## src/rtl/fb_pixel_writer.sv

```systemverilog
// Framebuffer write stage. It accepts pixel writes over valid/ready, or sweeps
// the whole active area to clear it. Each accepted pixel or clear coordinate
// goes through a fixed two-stage pipeline that ends in a single-cycle RAM write.
//
// state | meaning
// IDLE  | accepting pixels; clear_start launches a sweep
// CLEAR | one clear coordinate issued per cycle in row-major order; pixels stalled
module fb_pixel_writer #(
  parameter int WIDTH   = 11,
  parameter int HACTIVE = 1280,
  parameter int VACTIVE = 640,
  parameter int ADDR_W  = 20,
  parameter int COLOR_W = 1
) (
  input  logic               clk,
  input  logic               reset,
  input  logic               clear_start,
  input  logic [COLOR_W-1:0] clear_color,
  input  logic               in_valid,
  output logic               in_ready,
  input  logic [WIDTH-1:0]   in_x,
  input  logic [WIDTH-1:0]   in_y,
  input  logic [COLOR_W-1:0] in_color,
  output logic               wr_en,
  output logic [ADDR_W-1:0]  wr_addr,
  output logic [COLOR_W-1:0] wr_data,
  output logic               busy,
  output logic               clear_done
);

  typedef enum logic [0:0] {IDLE, CLEAR} state_t;

  localparam logic [ADDR_W-1:0] HACT_A = ADDR_W'(HACTIVE);

  state_t             state, state_nxt;
  logic [WIDTH-1:0]   cx, cy;
  logic [COLOR_W-1:0] clr_color;
  logic               cx_wrap, clear_last, in_range, accept;

  logic               s1_valid, s1_last;
  logic [WIDTH-1:0]   s1_x, s1_y;
  logic [COLOR_W-1:0] s1_color;

  assign cx_wrap    = (32'(cx) == HACTIVE - 1);
  assign clear_last = cx_wrap && (32'(cy) == VACTIVE - 1);
  assign in_range   = (32'(in_x) < HACTIVE) && (32'(in_y) < VACTIVE);
  assign accept     = in_valid & in_ready;

  // The clear is still draining through the pipeline after the FSM leaves CLEAR.
  assign busy = (state == CLEAR) | s1_last | clear_done;

  // State register
  always_ff @(posedge clk) begin
    if (reset) state <= IDLE;
    else       state <= state_nxt;
  end

  // Next-state and handshake decode; clear_start wins over a simultaneous pixel
  always_comb begin
    state_nxt = state;
    in_ready  = 1'b0;
    case (state)
      IDLE: begin
        in_ready = ~clear_start;
        if (clear_start) state_nxt = CLEAR;
      end
      CLEAR: begin
        if (clear_last) state_nxt = IDLE;
      end
      default: state_nxt = IDLE;
    endcase
  end

  // Clear sweep counters and latched clear color
  always_ff @(posedge clk) begin
    if (reset) begin
      cx        <= '0;
      cy        <= '0;
      clr_color <= '0;
    end else if (state == IDLE && clear_start) begin
      cx        <= '0;
      cy        <= '0;
      clr_color <= clear_color;
    end else if (state == CLEAR) begin
      if (cx_wrap) begin
        cx <= '0;
        cy <= cy + WIDTH'(1);
      end else begin
        cx <= cx + WIDTH'(1);
      end
    end
  end

  // Stage 1: capture either the clear coordinate or an accepted in-range pixel
  always_ff @(posedge clk) begin
    if (reset) begin
      s1_valid <= 1'b0;
      s1_last  <= 1'b0;
      s1_x     <= '0;
      s1_y     <= '0;
      s1_color <= '0;
    end else if (state == CLEAR) begin
      s1_valid <= 1'b1;
      s1_last  <= clear_last;
      s1_x     <= cx;
      s1_y     <= cy;
      s1_color <= clr_color;
    end else begin
      s1_valid <= accept & in_range;
      s1_last  <= 1'b0;
      s1_x     <= in_x;
      s1_y     <= in_y;
      s1_color <= in_color;
    end
  end

  // Stage 2: linear row-major address and the write strobe; address/data hold when idle
  always_ff @(posedge clk) begin
    if (reset) begin
      wr_en      <= 1'b0;
      wr_addr    <= '0;
      wr_data    <= '0;
      clear_done <= 1'b0;
    end else begin
      wr_en      <= s1_valid;
      clear_done <= s1_last;
      if (s1_valid) begin
        wr_addr <= ADDR_W'(s1_y) * HACT_A + ADDR_W'(s1_x);
        wr_data <= s1_color;
      end
    end
  end

endmodule

```

## config.mk

```make
export PLATFORM = sky130hd
export DESIGN_NAME = fb_pixel_writer
export DESIGN_NICKNAME = d
export VERILOG_FILES = /design/src/rtl/fb_pixel_writer.sv
export SDC_FILE = /design/constraint.sdc
export NUM_CORES = 1
export LEC_CHECK = 0
export CELL_PAD_IN_SITES_DETAIL_PLACEMENT = 0
export CELL_PAD_IN_SITES_GLOBAL_PLACEMENT = 1
export CORE_AREA = 2 2 92 94
export DETAILED_ROUTE_END_ITERATION = 16
export DIE_AREA = 0 0 94 96
export PLACE_DENSITY = 0.88
export SLEW_MARGIN = 20
export SYNTH_ARGS = -nofsm -noshare
export SYNTH_HDL_FRONTEND = slang
export SYNTH_SLANG_ARGS = --single-unit
```

## constraint.sdc

```tcl
create_clock -name clk -period 4.43 [get_ports clk]
set_clock_uncertainty 0.05 [all_clocks]
set_input_delay 0.886 -clock clk [delete_from_list [all_inputs] [get_ports clk]]
set_output_delay 0.886 -clock clk [all_outputs]
set_load 0.01 [all_outputs]
```

== Yosys cells after proc, flatten, opt, wreduce, memory -nomap -nowiden ==
Cells that the tools add are included.
Operators by class
  divide/modulo/power cells: 0
  reductions and logical operators: 6
  bitwise logic cells: 6
  shifts and indexed selects: 0
  $lt $le $gt $ge: 2
  add/subtract/negate cells: 3
  multiplexer cells: 9
  multiply operators: 1
  equal/unequal tests: 2
Operator list (number)
  $mux W11: 3
  $add A11 B1 Y11 const B: 2
  $add A20 B11 Y20: 1
  $mul A11 B3 Y12 const B: 1
  $eq A11 B10 Y1 const B: 1
  $eq A11 B11 Y1 const B: 1
  $lt A11 B10 Y1 const B: 1
  $lt A11 B11 Y1 const B: 1
  $mux W1: 5
  $reduce_or A2 Y1: 2
  $logic_and A1 B1 Y1: 3
  $and A1 B1 Y1: 2
  $not A1 Y1: 2
  $or A1 B1 Y1: 2
  $pmux W1 S2: 1
  $reduce_and A2 Y1: 1
Storage, ports and cells
  logic and storage cells: 42
  memory bits (read-only): 0
  register bits after elaboration: 72
  memories kept: 0
  bits in latches: 0
  output and inout bits: 25
  bits of input ports: 28
  RAM bits: 0

== Logic depth before layout (Yosys ltp) ==
  depth after elaboration: 5
  gate-level depth with buffers: 9
  mapped depth without buffers: 9

== Worst setup path after synthesis ==
OpenSTA, ideal clock, no wires.
  path type: register to register
  from: register s1_y[1]
  to: register wr_addr[19]
  path slack: 1.801 ns
  required time: 4.279 ns
  arrival: 2.478 ns
  buffers on the path: 0
  period minus slack after synthesis: 2.629 ns
  stages on the path, launching flop included: 9
  library setup time: 0.101 ns
  cells stage by stage: dfxtp_1 -> ha_1 -> ha_1 -> fa_1 -> o2111ai_1 -> nor4b_2 -> and4_1 -> a31oi_1 -> o41ai_1
On the way
  cells in the longest elaborated chain, start to end: 2
Ends and longest elaborated chain
  start, declared: line 41  | logic [WIDTH-1:0] s1_x, s1_y;
  start signal, assigned: line 106  | s1_y <= cy;
  start signal, assigned: line 112  | s1_y <= in_y;
  $mul A11 B3 Y12: line 128  | wr_addr <= ADDR_W'(s1_y) * HACT_A + ADDR_W'(s1_x);
  $add A20 B11 Y20: line 128
  end signal, assigned: line 128
  end, declared: line 25  | output logic [ADDR_W-1:0] wr_addr,
No other way between the ends.
A chain may end at the register's enable or synchronous reset.

== Worst setup path after layout ==
  from: register state
  to: output port busy
On the way
  cells in the longest elaborated chain, start to end: 2
Ends and longest elaborated chain
  start, declared: line 35  | state_t state, state_nxt;
  start signal, assigned: line 55  | else state <= state_nxt;
  $or A1 B1 Y1 (2 in a row): line 50  | assign busy = (state == CLEAR) | s1_last | clear_done;
  end, declared: line 27  | output logic busy,
No other way between the ends.

==> results.txt <==
* Largest net degree at the start of global routing: 52
- Data arrives at the worst endpoint at 2050 ps.
- On the final layout, the worst hold slack is 403 ps.
* Layout-stage area growth over the synthesis result: 23.9%
- After clock tree synthesis, the clock-pin slew on the worst setup and hold paths is 80 ps.
* Source of the worst hold timing path: wr_addr[19]$_SDFFE_PP0P_
- Along the worst path, the maximum fanout reaches 25.
- Sum of negative setup slack: 0 ps
* Setup slack on the worst flop-to-flop path: 1590 ps
* Transition time at the pin with the least slew margin: 531 ps
- Final HPWL from detailed placement: slightly above 5000 um
* DIE HEIGHT: 96 um
* Final cycle utilization of the critical path: about two thirds
- The post-route netlist has between 6 and 7% of its cells at a drive strength greater than 1.
- Starting density of the core: between 40 and 50%
- The clock period could shrink to ~3000 ps.
- In this run the cell area measured after placement is 4090 um2.
- Yosys printed 0 warnings.
* Post-synthesis instance area: ~3500 um2
- By startpoint and endpoint, the worst setup path is classified as reg -> out.
- EDFF count, synth: 0
- Timing analysis after detailed placement gives a worst setup slack of 1480 ps.
- Post-Route WL: 6900 um
* Clock sinks: between 70 and 80
- Leaving out fill and tap cells, the most frequent cells in the layout are 73 x nor2_1, 72 x dfxtp_1, 51 x clkdlybuf4s50_1.
- For met2 alone, demand over resource in global routing was 27.0%.
- Relative max-transition margin: 64.6%
- FF+latch count, synth: 72
* Vias in the first global route: between 2000 and 3000
* Final number of setup-violating endpoints: 0
- Post-CTS sizing: 0
- Routed Antenna Nets: 0
- The repair_antennas step left the layout with diodes totalling 0.
* Die span in x: 94 um
- Startpoint class of the critical path: flip-flop
* Master cell of the clock root buffer: clkbuf_8
- TritonCTS clock tree: done
* Die area: 9020 um2
- Global routing consumed, over all layers together, 16.2% of the routing resources.
- Global-route track usage on met1: between 20% and 30%
* Floorplan core area: 8050 um2
- Fin nets: 473
- Of all flip-flops after synthesis, the portion carrying an async set or reset was 0%.
- Power spread over the standard cell area amounts to 335 nW/um2.
* Routability congestion estimate: slightly below 0.8
- Leaving out fill and tap cells, the most frequent cell in the layout is nor2_1.
- The first global-routing pass estimated 11400 um of wire.
* Maximum clock path buffer count: 2
- Count of mapped cells out of synthesis: 370
- Port buffering added 52 buffers.
- Depth of the worst hold-timing path: 2
* Net count of the mapped netlist: 422
- Number of placement rows: 33
* Number of H-tree levels: 3
- Setup repair after global routing left no endpoint under its margin.
- Outcome: complete, no violations
* Number of top-level design ports: 53
* Routed wire length per instance: 13.0 um
- The worst setup path is captured at an output port.
- Hold bufs inserted after CTS: 0
- Worst hold path type: reg -> reg
- Number of vias after detailed routing: 2680
- Counting distinct cell types in the post-synthesis netlist gives 47.
- Reported max-cap violation count: 0
- After routing the design area is roughly 4300 um2.
- Global routing usage on met3: 3.52%
* Via density: 5.05
* DRC errors left: 0
- FMAX: 0.335 GHz
- PnR worst setup slack: 1440 ps
* Clock Latency Late Sink: between 300 and 400 ps
- For this block, the initial DRC count from the detailed router was 66.
* DRT Pass-1 Iters: 5
- In this run the critical register-to-register path is launched from s1_y[1]$_SDFF_PP0_.
- For the worst setup path, the data required time is 3490 ps.
* Part of the Yosys area used for sequential elements: ~41%
- Top_reg_cell synth: dfxtp_1
- Number of antenna violations at the first check in global routing: 0
- In this run, placement finished with an instance count of 515.
* Global-route layer with the greatest usage: met2
* GRT Residual Overflow: 0
- Number of hold violations in the final report: 0
- The path with the worst hold slack has its endpoint at wr_addr[19]$_SDFFE_PP0P_.
- For this design the static power due to leakage is 1.70 nW.
* TritonCTS Buffers: 9
- End of the worst register-to-register path: wr_addr[18]$_SDFFE_PP0P_
- Post-route insts no fill: 531
- Mean instance size in the synthesized netlist: 9.39 um2
- VDD sags by at most 0.000165 V.
- The max-slew violation count is 0.
- Worst r2r path cells: 9
- Number of setup buffers added after CTS: 0
==> layout make-up <==
type,instances,area [um2]
sequential,72,1440
multi-input combinational,274,1940
clock buffer,11,141
timing repair buffer,55,538
inverter,9,33.8
tap,105,131
fill,754,3740
clock inverter,5,78.8
==> per-layer routing <==
| layer | vias up | wire length (um) |
|---|---|---|
| li1 | 1385 | - |
| met1 | 1241 | 3300 |
| met2 | 47 | 3270 |
| met3 | 7 | 232 |
| met4 | 0 | 99 |
| met5 | - | 0 |
==> critical path, stage by stage, from the launching register on <==
cell and delay, ps:
dfxtp_1 570, buf_4 430, or3_1 180, clkdlybuf4s50_1 530
==> metrics by stage <==
stage	utilization, %	total power, mW
2_1_floorplan	-	0.814
3_3_place_gp	50.8	0.881
3_5_place_dp	50.8	0.883
4_1_cts	53.5	1.46
5_1_grt	53.5	1.51
6_report	53.5	1.44
==> state kept, by name, summed over array words and instances, names as in the netlist <==
signal and cells:
s1_y 11, s1_color 1, s1_last 1, cy 11, state 1, wr_data 1
wr_addr 20, clear_done 1, clr_color 1, s1_valid 1, cx 11, wr_en 1
s1_x 11
==> power breakdown <==
part / switching (mW) / internal [mW]
Sequential: 0.0133 / 0.670
Combinational: 0.0899 / 0.0948
Clock: 0.242 / 0.333
==> cell usage after synthesis (2+ instances only) <==
master     number  area share [%]
a211oi_1        7             1.5
a21oi_1        10             1.4
and3_1          2            0.36
and4_1          2            0.50
buf_1           4            0.43
clkbuf_1       10             1.1
dfxtp_1        72              41
fa_1            2             1.2
ha_1           22             7.9
inv_1           9            0.97
mux2i_1        38              11
nand2_1        14             1.5
nand3_1        12             1.7
nand4_1         8             1.4
nor2_1         73             7.9
nor2b_1         5            0.90
nor3_1          2            0.29
nor3b_1         4            0.86
o2111ai_1       4             1.0
o21ai_0         8             1.2
or2_2           3            0.54
or3_1           5            0.90
xnor2_1        14             3.5
xor2_1         17             4.3
==> kinds of logic (layout without fill, tap and decap cells) <==
family          count (synthesis)  after routing  share of synthesized area (%)
simple gates                  140            140                           20.0
compound gates                 41             41                           8.06
mux                            38             38                           10.9
fa+ha+maj                      24             24                           9.07
buf+inv                        24             80                           2.63
xor+xnor                       31             31                           7.81
flops                          72             72                           41.5
==> how the worst max path moves through the flow <==
stage,to,start
floorplan,wr_addr[19]$_SDFFE_PP0P_,s1_y[1]$_SDFF_PP0_
global placement,in_ready,clear_start
detailed placement,in_ready,clear_start
CTS,busy,state$_SDFF_PP0_
global route,busy,state$_SDFF_PP0_
finish,busy,state$_SDFF_PP0_
Note: power is estimated with default switching activity, not from simulation.
